--- src/rtl/ysyx_22040127_ifu.sv ---
// Instruction fetch unit: owns the PC and issues one fetch at a time.
// Hands each fetched word and its PC to decode; drops fetches on the old path after a redirect.
module ysyx_22040127_ifu #(
    parameter int              XLEN     = 64,
    parameter logic [XLEN-1:0] RESET_PC = 64'h0000_0000_8000_0000
) (
    input  logic            clk,
    input  logic            rst,
    output logic            imem_req_valid,
    input  logic            imem_req_ready,
    output logic [XLEN-1:0] imem_req_addr,
    input  logic            imem_resp_valid,
    input  logic [31:0]     imem_resp_data,
    output logic            inst_valid,
    input  logic            inst_ready,
    output logic [31:0]     inst,
    output logic [XLEN-1:0] inst_pc,
    input  logic            redirect_valid,
    input  logic [XLEN-1:0] redirect_pc
);

    typedef enum logic [1:0] {
        IDLE,
        REQ,
        WAIT,
        HOLD
    } state_t;

    state_t          state, state_n;
    logic [XLEN-1:0] pc, pc_n;
    logic            kill, kill_n;
    logic [31:0]     inst_q, inst_n;
    logic [XLEN-1:0] inst_pc_q, inst_pc_n;

    always_ff @(posedge clk) begin
        if (rst) begin
            state     <= IDLE;
            pc        <= RESET_PC;
            kill      <= 1'b0;
            inst_q    <= '0;
            inst_pc_q <= '0;
        end else begin
            state     <= state_n;
            pc        <= pc_n;
            kill      <= kill_n;
            inst_q    <= inst_n;
            inst_pc_q <= inst_pc_n;
        end
    end

    always_comb begin
        state_n   = state;
        pc_n      = pc;
        kill_n    = kill;
        inst_n    = inst_q;
        inst_pc_n = inst_pc_q;

        unique case (state)
            IDLE: state_n = REQ;
            REQ: begin
                if (imem_req_ready) state_n = WAIT;
            end
            WAIT: begin
                if (imem_resp_valid) begin
                    if (kill) begin
                        kill_n  = 1'b0;
                        state_n = REQ;
                    end else begin
                        inst_n    = imem_resp_data;
                        inst_pc_n = pc;
                        state_n   = HOLD;
                    end
                end
            end
            HOLD: begin
                if (inst_ready) begin
                    pc_n    = pc + XLEN'(4);
                    state_n = REQ;
                end
            end
            default: state_n = IDLE;
        endcase

        // Redirect overrides the normal transition; an accepted old-path fetch is marked dead.
        if (redirect_valid) begin
            pc_n      = {redirect_pc[XLEN-1:2], 2'b00};
            inst_n    = inst_q;
            inst_pc_n = inst_pc_q;
            unique case (state)
                IDLE: state_n = REQ;
                REQ: begin
                    if (imem_req_ready) begin
                        state_n = WAIT;
                        kill_n  = 1'b1;
                    end else begin
                        state_n = REQ;
                    end
                end
                WAIT: begin
                    if (imem_resp_valid) begin
                        state_n = REQ;
                        kill_n  = 1'b0;
                    end else begin
                        state_n = WAIT;
                        kill_n  = 1'b1;
                    end
                end
                HOLD: state_n = REQ;
                default: state_n = IDLE;
            endcase
        end
    end

    assign imem_req_valid = (state == REQ);
    assign imem_req_addr  = pc;
    assign inst_valid     = (state == HOLD);
    assign inst           = inst_q;
    assign inst_pc        = inst_pc_q;

endmodule

--- config.mk ---
export PLATFORM = sky130hd
export DESIGN_NAME = ysyx_22040127_ifu
export DESIGN_NICKNAME = d
export VERILOG_FILES = /design/src/rtl/ysyx_22040127_ifu.sv
export SDC_FILE = /design/constraint.sdc
export NUM_CORES = 1
export LEC_CHECK = 0
export ABC_AREA = 1
export BUFFER_PORTS_ARGS = -buffer_cell sky130_fd_sc_hd__buf_2
export CORE_MARGIN = 2
export CORE_UTILIZATION = 35
export CTS_CLUSTER_DIAMETER = 80
export DETAILED_ROUTE_END_ITERATION = 10
export PLACE_DENSITY_LB_ADDON = 0.3
export SETUP_SLACK_MARGIN = 0.02
export SLEW_MARGIN = 20
export SYNTH_ARGS = -nofsm -noshare
export SYNTH_HDL_FRONTEND = slang
export SYNTH_SLANG_ARGS = --single-unit
export TNS_END_PERCENT = 1
--- constraint.sdc ---
create_clock -name clk -period 1.7 [get_ports clk]
set_input_delay 0.34 -clock clk [delete_from_list [all_inputs] [get_ports clk]]
set_output_delay 0.34 -clock clk [all_outputs]
set_load 0.01 [all_outputs]
* Word level (Yosys, flattened, before mapping)
Cells that the tools add are included.
** Word-level totals
- Flip-flop bits (word level) :: 163
- Input port bits :: 102
- Output and inout port bits :: 162
- Logic and storage cells :: 42
** Cells by class
- $add $sub $neg :: 1
- Equal/unequal tests :: 6
- Mux-type cells :: 18
- Bitwise logic cells :: 2
- Reductions and logical operators :: 9
** Operator list (number)
- $mux 64 :: 3
- $add 64x3->64 const B :: 1
- $mux 2 :: 7
- $pmux 2 s4 :: 1
- $ne 3x1->1 const B :: 2
- $pmux 2 s3 :: 1
- $mux 1 :: 5
- $eq 2x2->1 const B :: 2
- $reduce_and 2->1 :: 2
- $reduce_and 4->1 :: 1
- $reduce_bool 2->1 :: 2
- $reduce_or 2->1 :: 2
- $ne 3x3->1 const B :: 1
- $reduce_and 3->1 :: 1
- $eq 2x1->1 const B :: 1
- $logic_not 2->1 :: 1
- $not 1->1 :: 2
- $pmux 1 s2 :: 1

* Longest topological paths before layout
- Depth after elaboration :: 5
- Gate-level depth with buffers :: 11
- Mapped depth without buffers :: 11

* Least setup slack after synthesis
No wires, ideal clock.
- Path type :: register -> register
- Start :: reg pc[3], in the netlist imem_req_addr[3]
- End :: reg pc[54], in the netlist imem_req_addr[54]
- Setup time :: 0.132 ns
- Data arrival time :: 1.568 ns
- Data required time :: 1.568 ns
- Path slack :: 0.000 ns
- Stages on the path, launching flop included :: 11
- Buffers on the path :: 0
- Clock period less this slack :: 1.700 ns
- Cell sequence :: dfxtp_1 -> ha_1 -> nand2_2 -> nor2_2 -> nand2_2 -> nor2_4 -> nand2_4 -> o21ai_0 -> nand3_1 -> nand2_1 -> a21oi_2
** Between the ends
- Longest elaborated chain between the ends :: 4
** Ends and longest elaborated chain
- start, declared :: line 30 : logic [XLEN-1:0] pc, pc_n;
- start signal, assigned :: line 44 : pc <= pc_n;
- $add 64x3->64 :: line 77 : pc_n = pc + XLEN'(4);
- $mux 64 :: line 76 : if (inst_ready) begin
- $mux 64 :: line 58 : unique case (state)
- $mux 64 :: line 85 : if (redirect_valid) begin
Every way passes these cells. The select of a mux whose other input is x is not followed.
A chain may end at the register's enable or synchronous reset.

* Worst setup path after layout
- Start :: reg pc[14], in the netlist imem_req_addr[14]
- End :: reg pc[53], in the netlist imem_req_addr[53]
The elaborated chain is that of the path after synthesis.

==> metrics.md <==
| Metric | Value |
|---|---|
| Synth Cell Area | `0.00796 mm^2` |
| Number of global-route vias before repair | `roughly 8,900` |
| Placed Instances | `1,838` |
| CTS Buf Count | `17` |
| Critical path required time | `2.06 ns` |
| Total Routing Usage GR | `0.255` |
| Clock slew at reported path FFs | `0.07 ns` |
| Power Density | `815 mW/mm^2` |
| FFs w/ async S/R, synth | `0` |
| EDFF count, synth | `0` |
| Vias after detailed routing | `9,482` |
| Initial antenna violation count | `2` |
| Maximum clock rate | `a little under 600 MHz` |
| Cells after synthesis | `1,214` |
| Pwr Total | `~9300 uW` |
| Setup TNS | `0 ns` |
| Routed wire length | `about 31 mm` |
| Routability cong. | `between 0.9 and 1` |
| Hold_sp | `imem_resp_data[31]` |
| Synth top area share | `0.400` |
| Status | `complete, no violations` |
| Top-count cell post-synth | `nand2_1` |
| Hold Worst Slack | `0.137 ns` |
| Final Non-Filler Cells | `roughly 1,900` |
| Synth warn | `0` |
| Mean area per synthesized cell | `6.56 um^2` |
| RSZ-0062 raised after global routing | `yes` |
| Yosys reg bits | `159` |
| Final ANT Viol Nets | `0` |
| Post-Route M1 WL | `about 14 mm` |
| Worst r2r src | `imem_req_addr[14]` |
| Routed len/inst | `16.6 um` |
| Final period utilization | `0.994` |
| Port-buffer cells | `~260` |
| CTS tree | `built` |
| CTS Buffer Depth | `2` |
| Core Box Area | `0.0225 mm^2` |
| Die height | `155 um` |
| Yosys top cell by area | `dfxtp_1` |
| Synth top cells by count | `nand2_1 (262), nor2_1 (209), dfxtp_1 (159), o21ai_0 (146), inv_1 (109)` |
| Critical Path AT | `about 2.1 ns` |
| Drc violations | `0` |
| CTS H-tree lvls | `4` |
| Clk sinks | `159` |
| Chip width | `155 um` |
| Reported max-cap violation count | `0` |
| Hold Fails Final Rpt | `0` |
| Final min period | `1.69 ns` |
| Leak | `0.00541 uW` |
| VDD IR max | `0.559 mV` |
| Largest net degree at the start of global routing | `between 70 and 80` |
| Final setup vio count | `0` |
| Top layer in use | `met5` |
| Met3 routed WL | `2.58 mm` |
| WS Path Type | `flop to flop` |
| DRT iter0 DRCs | `647` |
| Vias per cell | `5.05` |
| Yosys cell types | `35` |
| CP Capture Type | `flop` |
| Global-route wire length before repair | `roughly 48 mm` |
| Register area share after synthesis | `0.400` |
| FILL cells | `between 2,000 and 2,500` |
| Met2 wire len | `14.4 mm` |
| 1st-pass router iterations | `7` |
| Die Area | `0.0240 mm^2` |
| CTS Root Cell | `clkbuf_16` |
| Clock skew | `0.0126 ns` |
| Synth area leaders | `dfxtp_1 (40%), nand2_1 (12%), nor2_1 (9.9%)` |
| Ys flop type | `dfxtp_1` |
| Total grt overflow | `0` |
| Origin of the worst setup path | `imem_req_addr[14]` |
| HPWL Detailed | `22.8 mm` |
| Critical Path Fanout Max | `5` |
| # IOs | `264` |
| Hold crit path type | `primary input to flop` |
| Util after Layout | `0.508` |
| Final #Nets | `1,686` |
| # rows | `55` |
| Pins Over Slew Limit | `0` |
| Worst-Skew Late Latency | `~0.43 ns` |
| Starting Density | `0.354` |
| P&R area growth vs syn | `43.5%` |
| Startpoint types | `flop` |
| Share of cells above drive strength 1 | `0.332` |
-- routing by layer --
metal | vias to the layer above | global-route usage
li1 | 4670 | -
met1 | 4376 | 0.327
met2 | 383 | 0.418
met3 | 49 | 0.0636
met4 | 4 | 0.0877
met5 | - | 0
-- cell type report --
| type | instances | area [um^2] | share of cell area |
|---|---|---|---|
| Antenna cell | 1 | 2.50 | 0.000219 |
| Clock buffer | 23 | 468 | 0.0409 |
| Clock inverter | 9 | 86.3 | 0.00755 |
| Inverter | 114 | 430 | 0.0377 |
| Multi-Input combinational cell | 886 | 4320 | 0.378 |
| Sequential cell | 159 | 3200 | 0.280 |
| Tap cell | 285 | 357 | 0.0312 |
| Timing Repair Buffer | 401 | 2560 | 0.224 |
-- what timing repair did --
action                     4_1_cts  5_1_grt
resized for setup               20       78
setup endpoints to repair       37      141
buffers inserted                 0        5
hold buffers                     0        0
pin swaps                        2       17
cloned                           0        2
-- cells by family (layout without fill, tap and decap cells) --
| logic type | count (synthesis) | count (layout) | share of synthesized area |
|---|---|---|---|
| AOI/OAI and AO/OA | 269 | 269 | 0.178 |
| xor gates and xnor gates | 14 | 14 | 0.0154 |
| adders and majority gates | 5 | 5 | 0.00786 |
| buffers and inverters | 172 | 547 | 0.0853 |
| DFF | 159 | 159 | 0.400 |
| other | 1 | 5 | 0.000471 |
| and+or+nand+nor | 594 | 594 | 0.314 |
-- stage by stage --
stage                     setup slack [ns]  cell area, um^2
after global routing                -0.110            11400
after floorplan                     0.0382             7980
after CTS                         -0.00442            11100
after global placement             -0.0652            10500
final                              0.00971            11400
after detailed placement            -0.120            10500
-- registers in the layout (all words and copies together) (netlist names) --
name	count
imem_req_addr	62
inst	32
inst_pc	62
kill	1
state	2
-- where the power goes --
group          internal [uW]  switching, uW  leakage, uW
Combinational            617            869      0.00385
Clock                   2100           1620     0.000267
Sequential              3950            164      0.00130
Total                   6660           2650      0.00541
-- path summary, 6_finish.rpt --
check	to	slack, ns	cells past startpoint
max	imem_req_addr[53]	0.01	10
min reg2reg	imem_req_addr[63]	0.50	2
min	inst[31]	0.14	3
max reg2reg	imem_req_addr[53]	0.01	10
-- cells in the final DEF, fill, tap and decap left out, types with 4 or more instances in the layout --
cell type | synthesis | layout
a21oi_1 | 80 | 78
a21oi_2 | 2 | 4
a31oi_1 | 25 | 25
buf_12 | 0 | 8
buf_2 | 9 | 257
buf_4 | 6 | 126
buf_6 | 0 | 6
clkbuf_1 | 43 | 4
clkbuf_16 | 0 | 19
conb_1 | 1 | 4
dfxtp_1 | 159 | 148
dfxtp_2 | 0 | 9
inv_1 | 109 | 103
inv_2 | 2 | 9
nand2_1 | 262 | 252
nand2_2 | 9 | 15
nand2_4 | 1 | 5
nand3_1 | 66 | 62
nand3_2 | 3 | 7
nand4_1 | 18 | 18
nor2_1 | 209 | 185
nor2_2 | 12 | 29
nor2_4 | 4 | 11
o211ai_1 | 5 | 5
o21ai_0 | 146 | 134
o21ai_1 | 6 | 17
xnor2_1 | 6 | 5
xor2_1 | 8 | 8
-- worst max-delay path, cell delays in order, from the launching register on --
cell	delay, ns
dfxtp_1	0.37
nand2_1	0.13
nor2_1	0.21
nand2_1	0.12
nor2_4	0.22
nand2_2	0.10
nor2_4	0.17
nand2_2	0.06
nand2_1	0.08
nand3_2	0.06
a21oi_2	0.11
Power figures use the tool's default switching activity.
